### src/rtl/hour_display.sv
// Two-digit multiplexed 7-segment hour display with binary-to-BCD split, anti-ghost gap and adjust blink.
// Optional HOUR12_EN: 12-hour display with PM indicator (default build is 24-hour, pm held at 0).
module hour_display #(
  parameter int SCAN_DIV  = 1000,
  parameter int BLINK_DIV = 250
) (
  input  logic       clk,
  input  logic       clear,
  input  logic [5:0] hours,
  input  logic       adjust,
  output logic [6:0] seg,
  output logic [1:0] an,
  output logic       pm
);

  // state | meaning
  // ONES  | ones digit enabled (an = 10)
  // GAP_T | one blank cycle before tens digit
  // TENS  | tens digit enabled (an = 01)
  // GAP_O | one blank cycle before ones digit; reset state
  typedef enum logic [1:0] {ONES, GAP_T, TENS, GAP_O} scan_state_t;

  localparam int SW = $clog2(SCAN_DIV);
  localparam int BW = (BLINK_DIV > 1) ? $clog2(BLINK_DIV) : 1;
  localparam logic [SW-1:0] SCAN_LAST  = SW'(SCAN_DIV - 1);
  localparam logic [BW-1:0] BLINK_LAST = BW'(BLINK_DIV - 1);

  localparam logic [6:0] SEG_BLANK = 7'h7F;
  localparam logic [6:0] SEG_DASH  = 7'h3F;

  scan_state_t   state, state_next;
  logic [SW-1:0] scan_cnt, scan_cnt_next;
  logic [BW-1:0] blink_cnt, blink_cnt_next;
  logic          blink_off, blink_off_next;
  logic [5:0]    hour_q;
  logic [6:0]    seg_next;
  logic [1:0]    an_next;
  logic          pm_next;
  logic          in_range;
  logic          gap_entry;
  logic [4:0]    disp;
  logic [4:0]    ones_w;
  logic [3:0]    tens_d;
  logic [3:0]    ones_d;

  function automatic logic [6:0] seg7(input logic [3:0] d);
    case (d)
      4'd0:    seg7 = 7'h40;
      4'd1:    seg7 = 7'h79;
      4'd2:    seg7 = 7'h24;
      4'd3:    seg7 = 7'h30;
      4'd4:    seg7 = 7'h19;
      4'd5:    seg7 = 7'h12;
      4'd6:    seg7 = 7'h02;
      4'd7:    seg7 = 7'h78;
      4'd8:    seg7 = 7'h00;
      4'd9:    seg7 = 7'h10;
      default: seg7 = SEG_BLANK;
    endcase
  endfunction

  always_ff @(posedge clk or posedge clear) begin
    if (clear) begin
      hour_q    <= 6'd0;
      state     <= GAP_O;
      scan_cnt  <= '0;
      blink_cnt <= '0;
      blink_off <= 1'b0;
      seg       <= SEG_BLANK;
      an        <= 2'b11;
      pm        <= 1'b0;
    end else begin
      hour_q    <= hours;
      state     <= state_next;
      scan_cnt  <= scan_cnt_next;
      blink_cnt <= blink_cnt_next;
      blink_off <= blink_off_next;
      seg       <= seg_next;
      an        <= an_next;
      pm        <= pm_next;
    end
  end

  // Hour value as shown on the display, then its tens/ones split.
  always_comb begin
    in_range = (hour_q <= 6'd23);
    disp     = 5'd0;
    pm_next  = 1'b0;
    if (in_range) begin
`ifdef HOUR12_EN
      if (hour_q == 6'd0)
        disp = 5'd12;
      else if (hour_q <= 6'd12)
        disp = hour_q[4:0];
      else
        disp = hour_q[4:0] - 5'd12;
      pm_next = (hour_q >= 6'd12);
`else
      disp = hour_q[4:0];
`endif
    end
    if (disp >= 5'd20) begin
      tens_d = 4'd2;
      ones_w = disp - 5'd20;
    end else if (disp >= 5'd10) begin
      tens_d = 4'd1;
      ones_w = disp - 5'd10;
    end else begin
      tens_d = 4'd0;
      ones_w = disp;
    end
    ones_d = ones_w[3:0];
  end

  always_comb begin
    state_next     = state;
    scan_cnt_next  = scan_cnt;
    blink_cnt_next = blink_cnt;
    blink_off_next = blink_off;
    gap_entry      = 1'b0;
    seg_next       = SEG_BLANK;
    an_next        = 2'b11;

    case (state)
      ONES: begin
        if (scan_cnt == SCAN_LAST) begin
          state_next    = GAP_T;
          scan_cnt_next = '0;
          gap_entry     = 1'b1;
        end else begin
          scan_cnt_next = scan_cnt + SW'(1);
        end
      end
      GAP_T: begin
        state_next    = TENS;
        scan_cnt_next = '0;
      end
      TENS: begin
        if (scan_cnt == SCAN_LAST) begin
          state_next    = GAP_O;
          scan_cnt_next = '0;
          gap_entry     = 1'b1;
        end else begin
          scan_cnt_next = scan_cnt + SW'(1);
        end
      end
      default: begin
        state_next    = ONES;
        scan_cnt_next = '0;
      end
    endcase

    // Counters stay cleared outside adjust so every adjust session starts visible.
    if (!adjust) begin
      blink_cnt_next = '0;
      blink_off_next = 1'b0;
    end else if (gap_entry) begin
      if (blink_cnt == BLINK_LAST) begin
        blink_cnt_next = '0;
        blink_off_next = ~blink_off;
      end else begin
        blink_cnt_next = blink_cnt + BW'(1);
      end
    end

    // Decode from the upcoming state so an and seg switch on the same edge.
    case (state_next)
      ONES: begin
        an_next  = 2'b10;
        seg_next = in_range ? seg7(ones_d) : SEG_DASH;
        if (blink_off)
          seg_next = SEG_BLANK;
      end
      TENS: begin
        an_next  = 2'b01;
        seg_next = in_range ? seg7(tens_d) : SEG_DASH;
        if (blink_off)
          seg_next = SEG_BLANK;
      end
      default: begin
        an_next  = 2'b11;
        seg_next = SEG_BLANK;
      end
    endcase
  end

endmodule
### config.mk
export PLATFORM = sky130hd
export DESIGN_NAME = hour_display
export DESIGN_NICKNAME = d
export VERILOG_FILES = /design/src/rtl/hour_display.sv
export SDC_FILE = /design/constraint.sdc
export NUM_CORES = 1
export LEC_CHECK = 0
export CORE_UTILIZATION = 45
export DETAILED_ROUTE_END_ITERATION = 7
export GPL_TIMING_DRIVEN = 0
export MAX_ROUTING_LAYER = met4
export PLACE_DENSITY = 0.67
export RECOVER_POWER = 50
export SKIP_LAST_GASP = 1
export SLEW_MARGIN = 5
export SYNTH_ARGS = -nofsm -noshare
export SYNTH_HDL_FRONTEND = slang
export SYNTH_SLANG_ARGS = --single-unit
### constraint.sdc
create_clock -name clk -period 7.6 [get_ports clk]
set_input_delay 0.76 -clock clk [delete_from_list [all_inputs] [get_ports clk]]
set_output_delay 0.76 -clock clk [all_outputs]
set_load 0.01 [all_outputs]
==> implementation parameters, run 1 <==
Parameter                              Value

Outcome
  Status ... completed

Critical path
  Setup CP Type ... reg -> reg
  CP Data Arrival Time ... roughly 2.9 ns
  Critical path startpoint category ... register
  Required time at the worst-slack endpoint ... 7.81 ns
  Type of element capturing the critical path ... register
  Crit Path Max Fanout ... 10

Timing
  Clock tree skew after final layout ... about 0.0022 ns
  Max_slew headroom ... 0.148
  Final setup violation count ... 0
  Tightest Pin Transition ... 1.28 ns
  Final worst path period need ... approximately 2.7 ns
  Achievable Freq ... 367 MHz
  Summed negative setup slack over all endpoints ... 0 ns
  Unrepaired setup endpoints after global routing ... false
  Final Max Slew Viols ... 0
  Final hold violation count ... 0
  Tcrit/Tclk final ... 0.358

Yosys
  Yosys warnings ... 0
  Fraction of the yosys area taken by sequential cells ... 0.456
  Post-Syn Instances ... roughly 210
  Synthesized netlist net count ... 230
  Number of library cell types mapped by synthesis ... 50
  Count of flip-flops with a built-in enable after synthesis ... 0
  Flip-flop and latch count after synthesis ... 36
  Fraction of registers with async set/reset ... 1.00
  Synthesized area per cell ... roughly 9.6 sq um
  Combined area of all synthesized cells ... 2010 sq um
  Ys flop type ... sky130_fd_sc_hd__dfrtp_1

Final layout
  Post-layout net count ... 254
  Final non-filler cell total ... around 280
  Finished Core Util ... 0.561
  Layout cell share with drive strength beyond 1 ... 0.141
  Combined area of the multi-input logic cells ... 1000 sq um
  Area added between synthesis and finish ... 15.8%
  Area occupied by registers ... 915 sq um
  Final cell area excluding filler cells ... 2320 sq um
  Filler instances ... between 300 and 400
  Most common cell after layout, fill and taps aside ... sky130_fd_sc_hd__dfrtp_1
  Number of antenna diodes ... 0
  Most frequent cells in the layout ... sky130_fd_sc_hd__dfrtp_1, sky130_fd_sc_hd__nor2_1, sky130_fd_sc_hd__nand2_1

CTS
  Number of buffers inserted by post-CTS setup repair ... 0
  Post-CTS sizing ... 0
  H-tree levels ... 2
  CTS Buf Count ... 5
  Number of sinks driven by the clock tree ... 36
  Cts hold-fix bufs ... 0
  Buffers from clock root to sink, at most ... 2
  TritonCTS clock tree ... done
  Cell at the root of the clock tree ... sky130_fd_sc_hd__clkbuf_8
  Clock insertion delay at the later pin of the skew report ... around 0.28 ns
  Clock-pin slew of the registers on the worst-case setup and hold paths ... ~0.070 ns

Pwr
  Total leakage power ... just over 0.001 uW
  Maximum vdd ir drop ... ~0.095 mV
  Power per cell area ... 168 nW/um^2

Place
  Placed instance count ... 276
  Buffers on Ports ... 17
  Post-place instance area ... 2240 sq um
  Post-detailed-placement half-perimeter wirelength ... 2.55 mm
  Placer congestion estimate ... around 0.85

Hold path
  Hold/Removal Path Class ... reg -> reg

Flow run
  Max-capacitance violation count ... 0

Route
  Antenna viol nets, final ... 0
  Via Count ... 1,533
  Violation count after the first detailed-routing iteration ... 99
  Mean routed wirelength per cell ... about 13 um
  Post-detailed-routing wire length ... approximately 3.6 mm
  Pre-antenna DRT Iters ... 4
  Via density per instance ... 5.40
  # DRC ... 0

Global routing
  Overall overflow remaining after global route ... 0
  First-pass GRT wire length ... around 6.3 mm
  GR Util All Layers ... 0.186
  Initial antenna violation count ... 0
  Via count of the first global-routing pass ... 1,463
  Pin count of the biggest net entering global routing ... 37

Die
  Core area ... 4140 sq um
  Die area ... 4730 sq um
  Initial cell density of the core ... 0.484
  Die W ... roughly 69 um
  I/O Pins ... 19
  Die H ... 68.8 um
  Number of placement rows ... 23
[Yosys cell counts, types with 3 or more instances]
| cell | n | area, sq um |
|---|---|---|
| sky130_fd_sc_hd__dfstp_2 | 11 | 289 |
| sky130_fd_sc_hd__nor2b_1 | 4 | 25.0 |
| sky130_fd_sc_hd__xor2_1 | 3 | 26.3 |
| sky130_fd_sc_hd__o31ai_1 | 4 | 30.0 |
| sky130_fd_sc_hd__nand2_1 | 21 | 78.8 |
| sky130_fd_sc_hd__nand3_1 | 10 | 50.1 |
| sky130_fd_sc_hd__a21oi_1 | 9 | 45.0 |
| sky130_fd_sc_hd__xnor2_1 | 5 | 43.8 |
| sky130_fd_sc_hd__inv_1 | 12 | 45.0 |
| sky130_fd_sc_hd__o21ai_0 | 15 | 75.1 |
| sky130_fd_sc_hd__nor2_1 | 24 | 90.1 |
| sky130_fd_sc_hd__dfrtp_1 | 25 | 626 |
| sky130_fd_sc_hd__nand2b_1 | 4 | 25.0 |
| sky130_fd_sc_hd__and3_1 | 5 | 31.3 |
| sky130_fd_sc_hd__ha_1 | 12 | 150 |
[sequential cells by signal, summed over array words and instances, names as in the netlist]
register and count:
hour_q 6, an 2, seg 7, blink_off 1
scan_cnt 10, blink_cnt 8, state 2
[critical path: stages, from the launching register on]
cell	delay, ns
sky130_fd_sc_hd__dfrtp_1	0.36
sky130_fd_sc_hd__buf_4	0.16
sky130_fd_sc_hd__a21oi_1	0.31
sky130_fd_sc_hd__nand2_1	0.17
sky130_fd_sc_hd__ha_1	0.28
sky130_fd_sc_hd__o2bb2ai_2	0.20
sky130_fd_sc_hd__a21boi_0	0.16
sky130_fd_sc_hd__nor2_1	0.24
sky130_fd_sc_hd__inv_1	0.13
sky130_fd_sc_hd__ha_1	0.23
sky130_fd_sc_hd__nand3_1	0.06
sky130_fd_sc_hd__o21ai_0	0.13
sky130_fd_sc_hd__a211oi_2	0.23
[layer usage]
| layer | part of all wire | track usage |
|---|---|---|
| met1 | 0.48 | 0.221 |
| met2 | 0.46 | 0.301 |
| met3 | 0.031 | 0.0444 |
| met4 | 0.022 | 0.0765 |
| met5 | 0 | - |
[metrics by stage]
stage,total power (uW),setup slack [ns],hold WS [ns]
global route,409,4.58,0.538
global placement,255,4.91,0.477
CTS,396,4.91,0.489
finish,390,4.88,0.497
floorplan,237,5.21,0.445
detailed placement,255,4.92,0.479
[report_power, final]
part,leakage (uW),internal [uW],switching (uW),total (uW)
registers,0.000436,200,2.43,202
logic,0.000542,22.5,25.8,48.4
clock network,0.0000455,73.9,65.1,139
total,0.00102,296,93.4,390
[kinds of logic after synthesis]
family,count (synthesis),synth area share
flip-flops,36,0.456
adder cells (fa/ha/maj),12,0.0748
AO/OA/AOI/OAI,48,0.165
buffers and inverters,17,0.0430
XOR/XNOR,8,0.0349
other,1,0.00187
AND/OR/NAND/NOR,87,0.225
[final cells by class]
| class | count | area share |
|---|---|---|
| multi-input cells | 156 | 0.430 |
| flip-flops and latches | 36 | 0.394 |
| repair buffers | 17 | 0.0732 |
| plain buffers | 4 | 0.0162 |
| well taps | 50 | 0.0269 |
| inverters | 13 | 0.0210 |
| clock buffers | 8 | 0.0388 |
[worst paths after layout]
| path | from | slack (ns) | depth (start not counted) | endpoint |
|---|---|---|---|---|
| worst max-delay path | hour_q[4]$_DFF_PP0_ | 4.88 | 12 | seg[5]$_DFF_PP1_ |
| worst min-delay path | blink_cnt[6]$_DFFE_PP0P_ | 0.50 | 1 | blink_cnt[6]$_DFFE_PP0P_ |
| worst max register to register | hour_q[4]$_DFF_PP0_ | 4.88 | 12 | seg[5]$_DFF_PP1_ |
| worst min register to register | blink_cnt[6]$_DFFE_PP0P_ | 0.50 | 1 | blink_cnt[6]$_DFFE_PP0P_ |
| max in group asynchronous | clear | 5.58 | 2 | blink_cnt[2]$_DFFE_PP0P_ |
| min in group asynchronous | clear | 1.27 | 2 | scan_cnt[0]$_DFF_PP0_ |
(Power assumes the default switching activity.)
==> run 2, diff against run 1 <==
- PLACE_DENSITY: 0.67 -> 0.7
- clock period: 7.6 -> 2.4 ns (I/O delays scaled with it)
==> run 2 against run 1 <==
  * Power rose to 3.7 times the previous value
  * Hold slack lost 0.0024 ns
  * Routed wire length is 15% higher
  * Worst setup slack worse by 4.9 ns
  * Largest power group unchanged
==> implementation parameters, run 2 (synthesis results as in run 1) <==
Parameter                              Value

Global routing
  Overall overflow remaining after global route ... 0 (unchanged)
  GR Util All Layers ... 0.192 (was 0.186)
  Via count of the first global-routing pass ... 1,511 (was 1,463)
  Pin count of the biggest net entering global routing ... 37 (unchanged)
  First-pass GRT wire length ... 6.35 mm (was 6.31 mm)
  Initial antenna violation count ... 0 (unchanged)

CTS
  CTS Buf Count ... 5 (unchanged)
  Clock insertion delay at the later pin of the skew report ... 0.29 ns (was 0.28 ns)
  TritonCTS clock tree ... done (unchanged)
  Number of sinks driven by the clock tree ... 36 (unchanged)
  H-tree levels ... 2 (unchanged)
  Clock-pin slew of the registers on the worst-case setup and hold paths ... 0.07 ns (about the same)
  Cell at the root of the clock tree ... sky130_fd_sc_hd__clkbuf_8 (unchanged)
  Buffers from clock root to sink, at most ... 2 (unchanged)

Critical path
  Worst r2r dst ... seg[5]$_DFF_PP1_ (unchanged)
  Launch instance of the worst register-to-register path ... hour_q[3]$_DFF_PP0_ (was hour_q[4]$_DFF_PP0_)
  Setup CP Type ... reg -> reg (unchanged)
  Critical path startpoint category ... register (unchanged)
  Crit Path Max Fanout ... 6 (was 10)
  Number of cell instances on the worst register-to-register path ... 11 (was 12)
  Required time at the worst-slack endpoint ... 2.61 ns (was 7.81 ns)
  CP Data Arrival Time ... 2.60 ns (was 2.93 ns)
  Setup slack, reg-to-reg ... 0.02 ns (was 4.88 ns)
  Type of element capturing the critical path ... register (unchanged)

Route
  Antenna viol nets, final ... 0 (unchanged)
  Via Count ... 1,612 (was 1,533)
  Via density per instance ... 5.46 (was 5.40)
  Violation count after the first detailed-routing iteration ... 115 (was 99)
  Pre-antenna DRT Iters ... 4 (unchanged)
  # DRC ... 0 (unchanged)
  Mean routed wirelength per cell ... 13.9 um (was 12.5 um)
  Post-detailed-routing wire length ... 4.10 mm (was 3.56 mm)

Pwr
  Final total power ... 1430 uW (was 390 uW)
  Total leakage power ... 0.00112 uW (was 0.00102 uW)
  Power per cell area ... 560 nW/um^2 (was 168 nW/um^2)
  Logic pwr share ... 0.134 (was 0.124)
  Fraction of power consumed by sequential logic ... 0.450 (was 0.519)
  Design internal power ... 1090 uW (was 296 uW)
  Proportion of power drawn by the clock network ... 0.416 (was 0.357)
  Net switching component of the power ... 333 uW (was 93.4 uW)
  Maximum vdd ir drop ... 0.335 mV (was 0.0949 mV)
  Sw Share ... 0.234 (was 0.240)

Hold path
  Capture endpoint of the worst hold path ... scan_cnt[0]$_DFF_PP0_ (was blink_cnt[6]$_DFFE_PP0P_)
  Worst hold start ... scan_cnt[0]$_DFF_PP0_ (was blink_cnt[6]$_DFFE_PP0P_)
  Worst Hold Path Cells ... 1 (unchanged)
  Hold/Removal Path Class ... reg -> reg (unchanged)

Place
  Buffers on Ports ... 17 (unchanged)
  Placer congestion estimate ... 0.876 (was 0.852)
  Placed instance count ... 276 (unchanged)
  Post-place instance area ... 2240 sq um (unchanged)
  Post-detailed-placement half-perimeter wirelength ... 2.63 mm (was 2.55 mm)

Timing
  Unrepaired setup endpoints after global routing ... true (was false)
  Clock tree skew after final layout ... 0.00589 ns (was 0.00216 ns)
  Final worst path period need ... 2.38 ns (was 2.72 ns)
  Summed negative setup slack over all endpoints ... 0 ns (unchanged)
  Achievable Freq ... 420 MHz (was 367 MHz)
  Final hold violation count ... 0 (unchanged)
  Tcrit/Tclk final ... 0.993 (was 0.358)
  Max_slew headroom ... 0.133 (was 0.148)
  Final Max Slew Viols ... 0 (unchanged)
  Final setup violation count ... 0 (unchanged)
  Tightest Pin Transition ... 1.30 ns (was 1.28 ns)

Final layout
  Area added between synthesis and finish ... 26.8% (was 15.8%)
  Finished Core Util ... 0.614 (was 0.561)
  Most flop-heavy register ... scan_cnt (unchanged)
  Post-layout net count ... 265 (was 254)
  Combined area of the multi-input logic cells ... 1090 sq um (was 1000 sq um)
  Final cell area excluding filler cells ... 2540 sq um (was 2320 sq um)
  Number of antenna diodes ... 0 (unchanged)
  Final non-filler cell total ... 295 (was 284)
  Most common cell after layout, fill and taps aside ... sky130_fd_sc_hd__dfrtp_1 (unchanged)
  Largest regs ... scan_cnt (10), blink_cnt (8), seg (7) (unchanged)
  Flip-flop count of the largest register, all copies and words added ... 10 (unchanged)
  Filler instances ... 361 (was 391)
  Most frequent cells in the layout ... sky130_fd_sc_hd__dfrtp_1, sky130_fd_sc_hd__nor2_1, sky130_fd_sc_hd__nand2_1 (unchanged)
  Layout cell share with drive strength beyond 1 ... 0.253 (was 0.141)
  Area occupied by registers ... 916 sq um (was 915 sq um)

Flow run
  Max-capacitance violation count ... 0 (unchanged)

Die
  Die W ... 68.8 um (unchanged)
  Die area ... 4730 sq um (unchanged)
  Initial cell density of the core ... 0.484 (unchanged)
  Die H ... 68.8 um (unchanged)
  Number of placement rows ... 23 (unchanged)
  I/O Pins ... 19 (unchanged)
  Core area ... 4140 sq um (unchanged)

Outcome
  Status ... completed (unchanged)
-- run 2: power groups by stage --
stage	sequential, uW	combinational, uW	clock, uW
after floorplan	658	91.4	0
after global placement	652	155	0
after detailed placement	652	155	0
after CTS	641	165	599
after global routing	645	211	628
final	642	190	593
-- run 2: metal layers --
| layer | GRT usage | part of all wire | vias up |
|---|---|---|---|
| met5 | - | 0 | - |
| met4 | 0.0689 | 0.022 | 0 |
| met3 | 0.0641 | 0.037 | 8 |
| met2 | 0.319 | 0.51 | 35 |
| met1 | 0.214 | 0.43 | 774 |
| li1 | - | - | 795 |
-- run 2: layout make-up --
type                            instances  share of cell area
Inverter                               13              0.0192
Tap cell                               50              0.0246
Multi-Input combinational cell        156               0.430
Sequential cell                        36               0.360
Buffer                                  4              0.0162
Clock buffer                            7              0.0379
Timing Repair Buffer                   28               0.101
Clock inverter                          1              0.0118
-- run 2: repair_timing --
item                       4_1_cts  5_1_grt
buffers inserted                 1       10
setup endpoints to repair        7        7
pin swaps                        2       11
hold buffers                     0        0
resized for setup                8       16
-- run 2: critical path, stage by stage (launching register included) --
cell                       delay [ns]
sky130_fd_sc_hd__dfrtp_1         0.37
sky130_fd_sc_hd__buf_6           0.13
sky130_fd_sc_hd__a21oi_4         0.23
sky130_fd_sc_hd__nand2_2         0.12
sky130_fd_sc_hd__ha_4            0.20
sky130_fd_sc_hd__or4b_1          0.46
sky130_fd_sc_hd__a21o_1          0.21
sky130_fd_sc_hd__buf_4           0.15
sky130_fd_sc_hd__nand2_1         0.09
sky130_fd_sc_hd__or4_4           0.14
sky130_fd_sc_hd__inv_1           0.04
sky130_fd_sc_hd__a211oi_2        0.18
-- run 2: how the worst max path moves through the flow --
stage	start	end	slack, ns	cells past startpoint
global route	hour_q[3]$_DFF_PP0_	seg[0]$_DFF_PP1_	-0.1	10
global placement	hour_q[4]$_DFF_PP0_	seg[5]$_DFF_PP1_	-0.28	12
finish	hour_q[3]$_DFF_PP0_	seg[5]$_DFF_PP1_	0.02	11
floorplan	hour_q[4]$_DFF_PP0_	seg[4]$_DFF_PP1_	0.007	11
CTS	hour_q[4]$_DFF_PP0_	seg[3]$_DFF_PP1_	0.004	10
detailed placement	hour_q[4]$_DFF_PP0_	seg[5]$_DFF_PP1_	-0.31	12
-- run 2: metrics by stage --
step | hold slack (ns) | setup WS [ns]
global placement | 0.478 | -0.283
finish | 0.495 | 0.0176
global route | 0.493 | -0.0963
CTS | 0.377 | 0.00369
floorplan | 0.271 | 0.00737
detailed placement | 0.485 | -0.310
